[config.mk]
export PLATFORM = sky130hd
export DESIGN_NAME = prog_ctr_jmp_flat
export DESIGN_NICKNAME = d
export VERILOG_FILES = /design/src/rtl/prog_ctr_jmp_if.sv /design/src/rtl/prog_ctr_jmp.sv /design/src/flat_wrapper.sv
export SDC_FILE = /design/constraint.sdc
export NUM_CORES = 1
export LEC_CHECK = 0
export ABC_AREA = 1
export BUFFER_PORTS_ARGS = -buffer_cell sky130_fd_sc_hd__buf_2
export CAP_MARGIN = 10
export CORE_ASPECT_RATIO = 1.75
export CORE_UTILIZATION = 55
export CTS_BUF_LIST = sky130_fd_sc_hd__clkbuf_16
export DETAILED_ROUTE_END_ITERATION = 8
export PLACE_DENSITY = 0.85
export SLEW_MARGIN = 20
export SYNTH_ARGS = -nofsm -noshare
export SYNTH_HDL_FRONTEND = slang
export SYNTH_SLANG_ARGS = --single-unit
[constraint.sdc]
create_clock -name Clk -period 2.8 [get_ports Clk]
set_clock_uncertainty 0.2 [all_clocks]
set_input_delay 0.14 -clock Clk [delete_from_list [all_inputs] [get_ports Clk]]
set_output_delay 0.14 -clock Clk [all_outputs]
set_load 0.01 [all_outputs]
[src/rtl/prog_ctr_jmp_if.sv]
// Fetch-sequencer bus: program handshake, branch decode inputs, jump LUT
// round trip and the program counter / status outputs.
interface prog_ctr_jmp_if #(
  parameter int PC_W  = 10,
  parameter int CNT_W = 8
);
  logic             Start;
  logic             Halt;
  logic             Stall;
  logic             BranchEn;
  logic             CondTaken;
  logic [2:0]       JmpIdx;
  logic [2:0]       LutAddr;
  logic [7:0]       LutTarget;
  logic [PC_W-1:0]  ProgCtr;
  logic             Running;
  logic             Ack;
  logic [CNT_W-1:0] BranchCnt;

  // Top level / testbench side: drives decode and LUT data, observes the PC.
  modport master (
    output Start, Halt, Stall, BranchEn, CondTaken, JmpIdx, LutTarget,
    input  LutAddr, ProgCtr, Running, Ack, BranchCnt
  );

  // Sequencer side.
  modport slave (
    input  Start, Halt, Stall, BranchEn, CondTaken, JmpIdx, LutTarget,
    output LutAddr, ProgCtr, Running, Ack, BranchCnt
  );
endinterface

[src/rtl/prog_ctr_jmp.sv]
// Program counter and fetch sequencer. Runs a program between a Start
// falling edge and a Halt, applying jump-LUT targets to the PC either as
// signed relative offsets or absolute addresses, and counting taken branches.
module prog_ctr_jmp #(
  parameter int PC_W     = 10,
  parameter bit REL_JUMP = 1'b1,
  parameter int CNT_W    = 8
) (
  input  logic               Clk,
  input  logic               Reset,
  prog_ctr_jmp_if.slave      bus
);

  typedef enum logic [1:0] {IDLE, ARMED, RUN, DONE} state_t;

  state_t          state;
  logic [PC_W-1:0] jump_pc;

  // Jump index goes straight to the LUT; its answer is used this same cycle.
  assign bus.LutAddr = bus.JmpIdx;

  // Branch destination: PC plus sign-extended offset, or zero-extended target.
  always_comb begin
    // NOTE: every signal written here gets a default first so no path can hold an old value and infer a latch.
    jump_pc = '0;
    if (REL_JUMP) jump_pc = bus.ProgCtr + PC_W'(signed'(bus.LutTarget));
    else          jump_pc = PC_W'(bus.LutTarget);
  end

  // Sequencer FSM with registered PC, status flags and taken-branch counter.
  always_ff @(posedge Clk) begin
    // NOTE: all state here uses non-blocking assignments so every register samples pre-edge values.
    if (Reset) begin
      state         <= IDLE;
      bus.ProgCtr   <= '0;
      bus.BranchCnt <= '0;
      bus.Running   <= 1'b0;
      bus.Ack       <= 1'b0;
    end else begin
      case (state)
        IDLE: begin
          if (bus.Start) begin
            state         <= ARMED;
            bus.ProgCtr   <= '0;
            bus.BranchCnt <= '0;
          end
        end

        ARMED: begin
          bus.ProgCtr   <= '0;
          bus.BranchCnt <= '0;
          if (!bus.Start) begin
            state       <= RUN;
            bus.Running <= 1'b1;
          end
        end

        RUN: begin
          if (bus.Start) begin
            // Restart: back to armed with a fresh PC and count.
            state         <= ARMED;
            bus.ProgCtr   <= '0;
            bus.BranchCnt <= '0;
            bus.Running   <= 1'b0;
          end else if (bus.Halt) begin
            // Halt outranks any branch decoded at the same PC.
            state       <= DONE;
            bus.Running <= 1'b0;
            bus.Ack     <= 1'b1;
          end else if (bus.Stall) begin
            // Multi-cycle instruction in flight: PC and count hold.
          end else if (bus.BranchEn && bus.CondTaken) begin
            bus.ProgCtr <= jump_pc;
            if (bus.BranchCnt != '1) bus.BranchCnt <= bus.BranchCnt + CNT_W'(1);
          end else begin
            bus.ProgCtr <= bus.ProgCtr + PC_W'(1);
          end
        end

        DONE: begin
          if (bus.Start) begin
            state         <= ARMED;
            bus.Ack       <= 1'b0;
            bus.ProgCtr   <= '0;
            bus.BranchCnt <= '0;
          end
        end

        default: begin
          state       <= IDLE;
          bus.Running <= 1'b0;
          bus.Ack     <= 1'b0;
        end
      endcase
    end
  end

endmodule

[src/flat_wrapper.sv]
// flat-port wrapper written by rule: the top's interface ports become plain ports
module prog_ctr_jmp_flat 
#(
  parameter int PC_W     = 10,
  parameter bit REL_JUMP = 1'b1,
  parameter int CNT_W    = 8
)
  (Clk, Reset, bus_Start, bus_Halt, bus_Stall, bus_BranchEn, bus_CondTaken, bus_JmpIdx, bus_LutTarget, bus_LutAddr, bus_ProgCtr, bus_Running, bus_Ack, bus_BranchCnt);
  prog_ctr_jmp_if #(.PC_W(PC_W), .CNT_W(CNT_W)) bus_i ();
  input  logic Clk;
  input  logic Reset;
  input wire logic [$bits(bus_i.Start)-1:0] bus_Start;
  input wire logic [$bits(bus_i.Halt)-1:0] bus_Halt;
  input wire logic [$bits(bus_i.Stall)-1:0] bus_Stall;
  input wire logic [$bits(bus_i.BranchEn)-1:0] bus_BranchEn;
  input wire logic [$bits(bus_i.CondTaken)-1:0] bus_CondTaken;
  input wire logic [$bits(bus_i.JmpIdx)-1:0] bus_JmpIdx;
  input wire logic [$bits(bus_i.LutTarget)-1:0] bus_LutTarget;
  output wire logic [$bits(bus_i.LutAddr)-1:0] bus_LutAddr;
  output wire logic [$bits(bus_i.ProgCtr)-1:0] bus_ProgCtr;
  output wire logic [$bits(bus_i.Running)-1:0] bus_Running;
  output wire logic [$bits(bus_i.Ack)-1:0] bus_Ack;
  output wire logic [$bits(bus_i.BranchCnt)-1:0] bus_BranchCnt;
  assign bus_i.Start = bus_Start;
  assign bus_i.Halt = bus_Halt;
  assign bus_i.Stall = bus_Stall;
  assign bus_i.BranchEn = bus_BranchEn;
  assign bus_i.CondTaken = bus_CondTaken;
  assign bus_i.JmpIdx = bus_JmpIdx;
  assign bus_i.LutTarget = bus_LutTarget;
  assign bus_LutAddr = bus_i.LutAddr;
  assign bus_ProgCtr = bus_i.ProgCtr;
  assign bus_Running = bus_i.Running;
  assign bus_Ack = bus_i.Ack;
  assign bus_BranchCnt = bus_i.BranchCnt;
  prog_ctr_jmp #(.PC_W(PC_W), .REL_JUMP(REL_JUMP), .CNT_W(CNT_W)) u_core (.Clk(Clk), .Reset(Reset), .bus(bus_i));
endmodule
* Word level (Yosys, flattened, before mapping)
Index checks and enable logic that the tools add are counted.
** Word-level totals
- Register bits after elaboration :: 22
- Bits of input ports :: 18
- Output and inout bits :: 23
- Word-level logic and storage cells :: 58
** Operators by class
- Add/subtract/negate cells :: 3
- Eq/ne operators :: 14
- Multiplexer cells :: 26
- Reduce and logical (&&, ||, !) cells :: 10
** Operator list (number)
- $mux W10 :: 5
- $mux W8 :: 6
- $pmux W10 S3 :: 1
- $pmux W8 S3 :: 1
- $add A10 B1 Y10 const B :: 1
- $add A10 B10 Y10 :: 1
- $ne A3 B3 Y1 const B :: 3
- $reduce_and A3 Y1 :: 3
- $add A8 B1 Y8 const B :: 1
- $mux W2 :: 4
- $ne A2 B2 Y1 const B :: 4
- $ne A8 B8 Y1 const B :: 1
- $mux W1 :: 6
- $ne A3 B2 Y1 const B :: 2
- $pmux W2 S3 :: 1
- $reduce_and A5 Y1 :: 1
- $eq A2 B2 Y1 const B :: 2
- $pmux W1 S2 :: 2
- $reduce_and A4 Y1 :: 1
- $reduce_bool A2 Y1 :: 2
- $eq A2 B1 Y1 const B :: 1
- $logic_not A2 Y1 :: 1
- $ne A2 B1 Y1 const B :: 1
- $reduce_or A2 Y1 :: 1
- $logic_and A1 B1 Y1 :: 1

* Logic depth before layout (Yosys ltp)
- Depth after elaboration :: 7
- Gate-level depth with buffers :: 14
- Gate-level depth less buffers :: 14

* Worst setup path before layout
Ideal clock, no wire load.
- Path type :: input port to flip-flop
- From :: in bus_BranchEn
- To :: reg u_core.bus.ProgCtr[6]
- Library setup time :: 0.132 ns
- Arrival time :: 1.600 ns
- Required time :: 2.468 ns
- Slack :: 0.868 ns
- Stages on the path :: 12
- Path buffers :: 0
- Cell sequence :: nand2_1 or2_2 ha_1 inv_1 fa_1 nand3b_1 nand2_1 nand3_1 nand2_1 nand2_1 nand3_1 a21oi_1
** Between the ends
- Longest elaborated chain between the ends :: 6
** Ends and longest elaborated chain
- start: declaration :: line flat_wrapper.sv:15 : input wire logic [$bits(bus_i.BranchEn)-1:0] bus_BranchEn;
- $logic_and A1 B1 Y1 :: line prog_ctr_jmp.sv:72 : end else if (bus.BranchEn && bus.CondTaken) begin
- $mux W10 :: line prog_ctr_jmp.sv:72
- $mux W10 :: line prog_ctr_jmp.sv:70 : end else if (bus.Stall) begin
- $mux W10 :: line prog_ctr_jmp.sv:65 : end else if (bus.Halt) begin
- $mux W10 :: line prog_ctr_jmp.sv:59 : if (bus.Start) begin
- $pmux W10 S3 :: line prog_ctr_jmp.sv:40 : case (state)
- end signal: assignment :: line prog_ctr_jmp.sv:73 : bus.ProgCtr <= jump_pc;
- end signal: assignment :: line prog_ctr_jmp.sv:76 : bus.ProgCtr <= bus.ProgCtr + PC_W'(1);
- end: declaration :: line prog_ctr_jmp_if.sv:29 : output LutAddr, ProgCtr, Running, Ack, BranchCnt
No other way between the ends. The select of a mux whose other input is x is not followed.
A chain may end at the register's enable or synchronous reset.

* Worst setup path after layout
- From :: reg u_core.state[0]
- To :: reg u_core.bus.ProgCtr[9]
** Between the ends
- Longest elaborated chain between the ends :: 4
- Elaborated cells between the ends (all ways) :: 10
- Those cells by class :: 6 x eq/ne; 1 x mux; 3 x reduce/logical
** Ends and longest elaborated chain
- start: declaration :: line prog_ctr_jmp.sv:16 : state_t state;
- start signal: assignment :: line prog_ctr_jmp.sv:34 : state <= IDLE;
- start signal: assignment :: line prog_ctr_jmp.sv:43 : state <= ARMED;
- start signal: assignment :: line prog_ctr_jmp.sv:53 : state <= RUN;
- $eq A2 B2 Y1 / $logic_not A2 Y1 (equally long branches) :: line prog_ctr_jmp.sv:40
- $reduce_or A2 Y1 (no line)
- $ne A2 B1 Y1 (no line)
- $reduce_and A3 Y1 (no line)
Parallel ways exist; a longest one is shown, timed or not.

==> metrics.txt <==
status finished clean; Worst Hold Launch bus_Start; Clock transition at path regs 60 ps; CTS root buf clkbuf_16; WS Path Type reg2reg; Port Buffers 34; Area Growth Syn to Fin 17.5%; Critical Path AT 2160 ps; # diodes 0; slew of the pin with the lowest slew margin 442 ps; DP HPWL 2830 µm; MaxCap Viol Count 0; Vias 1668; CTS tree done; critical path buffer and inverter count 2; EDFF count, synth 0; Cell Rows 25; relative slew slack 0.705; reg2reg start u_core.state[0]$_SDFFE_PP0P_; Final period util 0.781; Clock Tree Buf Depth 2; CTS Sinks 22; cell chain of the critical path inv_1 > ha_1 > inv_1 > nor2_2 > o21ai_2 > nand2_2 > nor2_2 > nand3_1 > a21oi_1; antenna-violating nets left 0; peak supply drop 273 µV; fmax 457 MHz; Mapped Area 1610 µm²; Avg Inst Size Synth 6.45 µm²; post-synth top area cell dfxtp_1; Fin. Hold Viols 0; fin util 0.693; Initial Util 0.590; Reg2Reg Capture Point u_core.bus.ProgCtr[9]$_SDFFE_PP0P_; Pwr Density 552 nW/µm²; Final Critical Period 2190 ps; fillcell total 254; LEAKAGE 0.954 nW; register area share after synthesis 0.274; Netlist cell types 27; R2R cell count 9; fin. max-slew vios 0; Max H-tree Level 1; hold path endpoint u_core.bus.BranchCnt[4]$_SDFFE_PP0P_; top cells by area, synth dfxtp_1, nand2_1, ha_1; CTS buffer count 3; post-synthesis cell count 249; die width 42.8 µm; DRT iter0 DRCs 43; Final setup viols 0; DR pass1 iterations 4; required time worst endpoint 2770 ps; Multi-input gate area 980 µm²; # IOs 41; Hold Path Class in2reg; Critical Path End Type register; clk_lat worst skew 260 ps; initial antenna violation count 0; global-route usage over all layers 0.248; Setup TNS 0 ps; ratio of cells with drive above 1 in the final layout 0.181; Die Height 73.5 µm; Worst path slowest cell nor2_2; Synth top area share 0.274; Met2 Wirelength 2010 µm; Core Footprint 2720 µm²; Mapped Nets 282; Die ar. 3150 µm²; PostCTS Resize Cnt 0; Placer Congestion 0.865; Top delay family on crit path simple AND/OR/NAND/NOR gates; remaining global-route overflow 0; vias in the first global route 1508; vias per inst 5.40; total wire length 3690 µm; ys async rst share 0; Register Area 440 µm²; # nets final 316; pin count of the biggest net entering global routing 20; R2R Setup Slk 610 ps; Wirelength per Cell 11.9 µm; Hold Path Depth 4; predominant post-synthesis flop cell dfxtp_1; Synth Register Bits 22; routed wl met3 144 µm; crit-path max FO 13; RSZ-0062 raised after global routing false; DRC Markers 0; crit path launch type register; Critical Path Max Stage Delay 410 ps; Max Used Layer met4; Yosys warnings 0; M1 wire length 1440 µm; first-pass GRT wire length 6060 µm
==> registers in the layout, indices dropped and copies added (netlist names) <==
| register | count |
|---|---|
| u_core.bus.Ack | 1 |
| u_core.bus.Running | 1 |
| u_core.state | 2 |
| u_core.bus.ProgCtr | 10 |
| u_core.bus.BranchCnt | 8 |
==> Yosys cell counts (2+ instances only) <==
master / number
a21oi_1: 22
buf_4: 3
clkbuf_1: 2
dfxtp_1: 22
ha_1: 14
inv_1: 35
inv_2: 2
nand2_1: 70
nand2_2: 2
nand3_1: 21
nand3b_1: 3
nand4_1: 2
nor2_1: 22
nor2_2: 2
nor3_1: 9
o21ai_0: 4
o21ai_2: 2
or2_2: 2
xnor2_1: 2
==> cells in the final DEF, fill, tap and decap left out, drive strengths merged <==
cell / n
nor3: 10
o21a: 1
or2: 2
nand2: 72
nand3b: 3
ha: 14
nand3: 22
xnor2: 2
bufinv: 1
a211oi: 1
a21oi: 22
a221oi: 1
dfxtp: 22
nand4: 2
nor2: 24
o21ai: 6
fa: 1
clkbuf: 3
buf: 35
inv: 37
dlygate4sd3: 1
==> metal layers <==
| layer | vias up | global-route usage |
|---|---|---|
| met5 | - | 0 |
| met4 | 0 | 0.122 |
| met3 | 11 | 0.0221 |
| met2 | 41 | 0.480 |
| met1 | 759 | 0.254 |
| li1 | 857 | - |
==> tightest hold or removal path: cells and delay by family <==
| family | cells | cell delay [ps] |
|---|---|---|
| AOI/OAI and AO/OA | 1 | 50 |
| and+or+nand+nor | 2 | 140 |
| buffers and inverters | 1 | 160 |
==> worst max-delay path by stage <==
| stage | start | to | depth (start not counted) |
|---|---|---|---|
| after global routing | u_core.state[0]$_SDFFE_PP0P_ | u_core.bus.ProgCtr[9]$_SDFFE_PP0P_ | 9 |
| final | u_core.state[0]$_SDFFE_PP0P_ | u_core.bus.ProgCtr[9]$_SDFFE_PP0P_ | 9 |
| after CTS | u_core.state[0]$_SDFFE_PP0P_ | u_core.bus.ProgCtr[9]$_SDFFE_PP0P_ | 9 |
| after global placement | bus_BranchEn | u_core.bus.ProgCtr[6]$_SDFFE_PP0P_ | 13 |
| after detailed placement | bus_BranchEn | u_core.bus.ProgCtr[8]$_SDFFE_PP0P_ | 13 |
| after floorplan | bus_BranchEn | u_core.bus.ProgCtr[6]$_SDFFE_PP0P_ | 12 |
==> where the power goes <==
part / switching (W) / leakage [nW] / internal [W]
Clock: 0.000119 / 0.0511 / 0.000284
Combinational: 0.000188 / 0.725 / 0.0000950
Sequential: 0.0000188 / 0.178 / 0.000336
Total: 0.000326 / 0.954 / 0.000715
==> stage by stage <==
step	power, W	cell area (µm²)	setup WS [ps]	hold slack (ps)	cells
after floorplan	0.000593	1610	868	82.6	249
after global placement	0.000634	1770	718	80.1	304
after detailed placement	0.000640	1770	695	80.1	304
after CTS	0.00105	1890	663	58.6	309
after global routing	0.00109	1890	447	80.1	309
final	0.00104	1890	614	76.0	309
==> layout make-up <==
type	instances	share of cell area
inverters	37	0.0737
multi-input cells	183	0.520
repair buffers	36	0.0995
clock inverters	1	0.0159
well taps	27	0.0179
clock buffers	3	0.0398
flip-flops and latches	22	0.234
==> timing repair <==
action,CTS,global route
setup buffers,0,0
hold endpoints to repair,1,0
hold buffers,1,0
==> logic make-up after synthesis <==
family	synth area share
xor gates and xnor gates	0.0109
and+or+nand+nor	0.371
DFF	0.274
AOI/OAI and AO/OA	0.107
adders and majority gates	0.122
buffers and inverters	0.115
(Power assumes the default switching activity.)
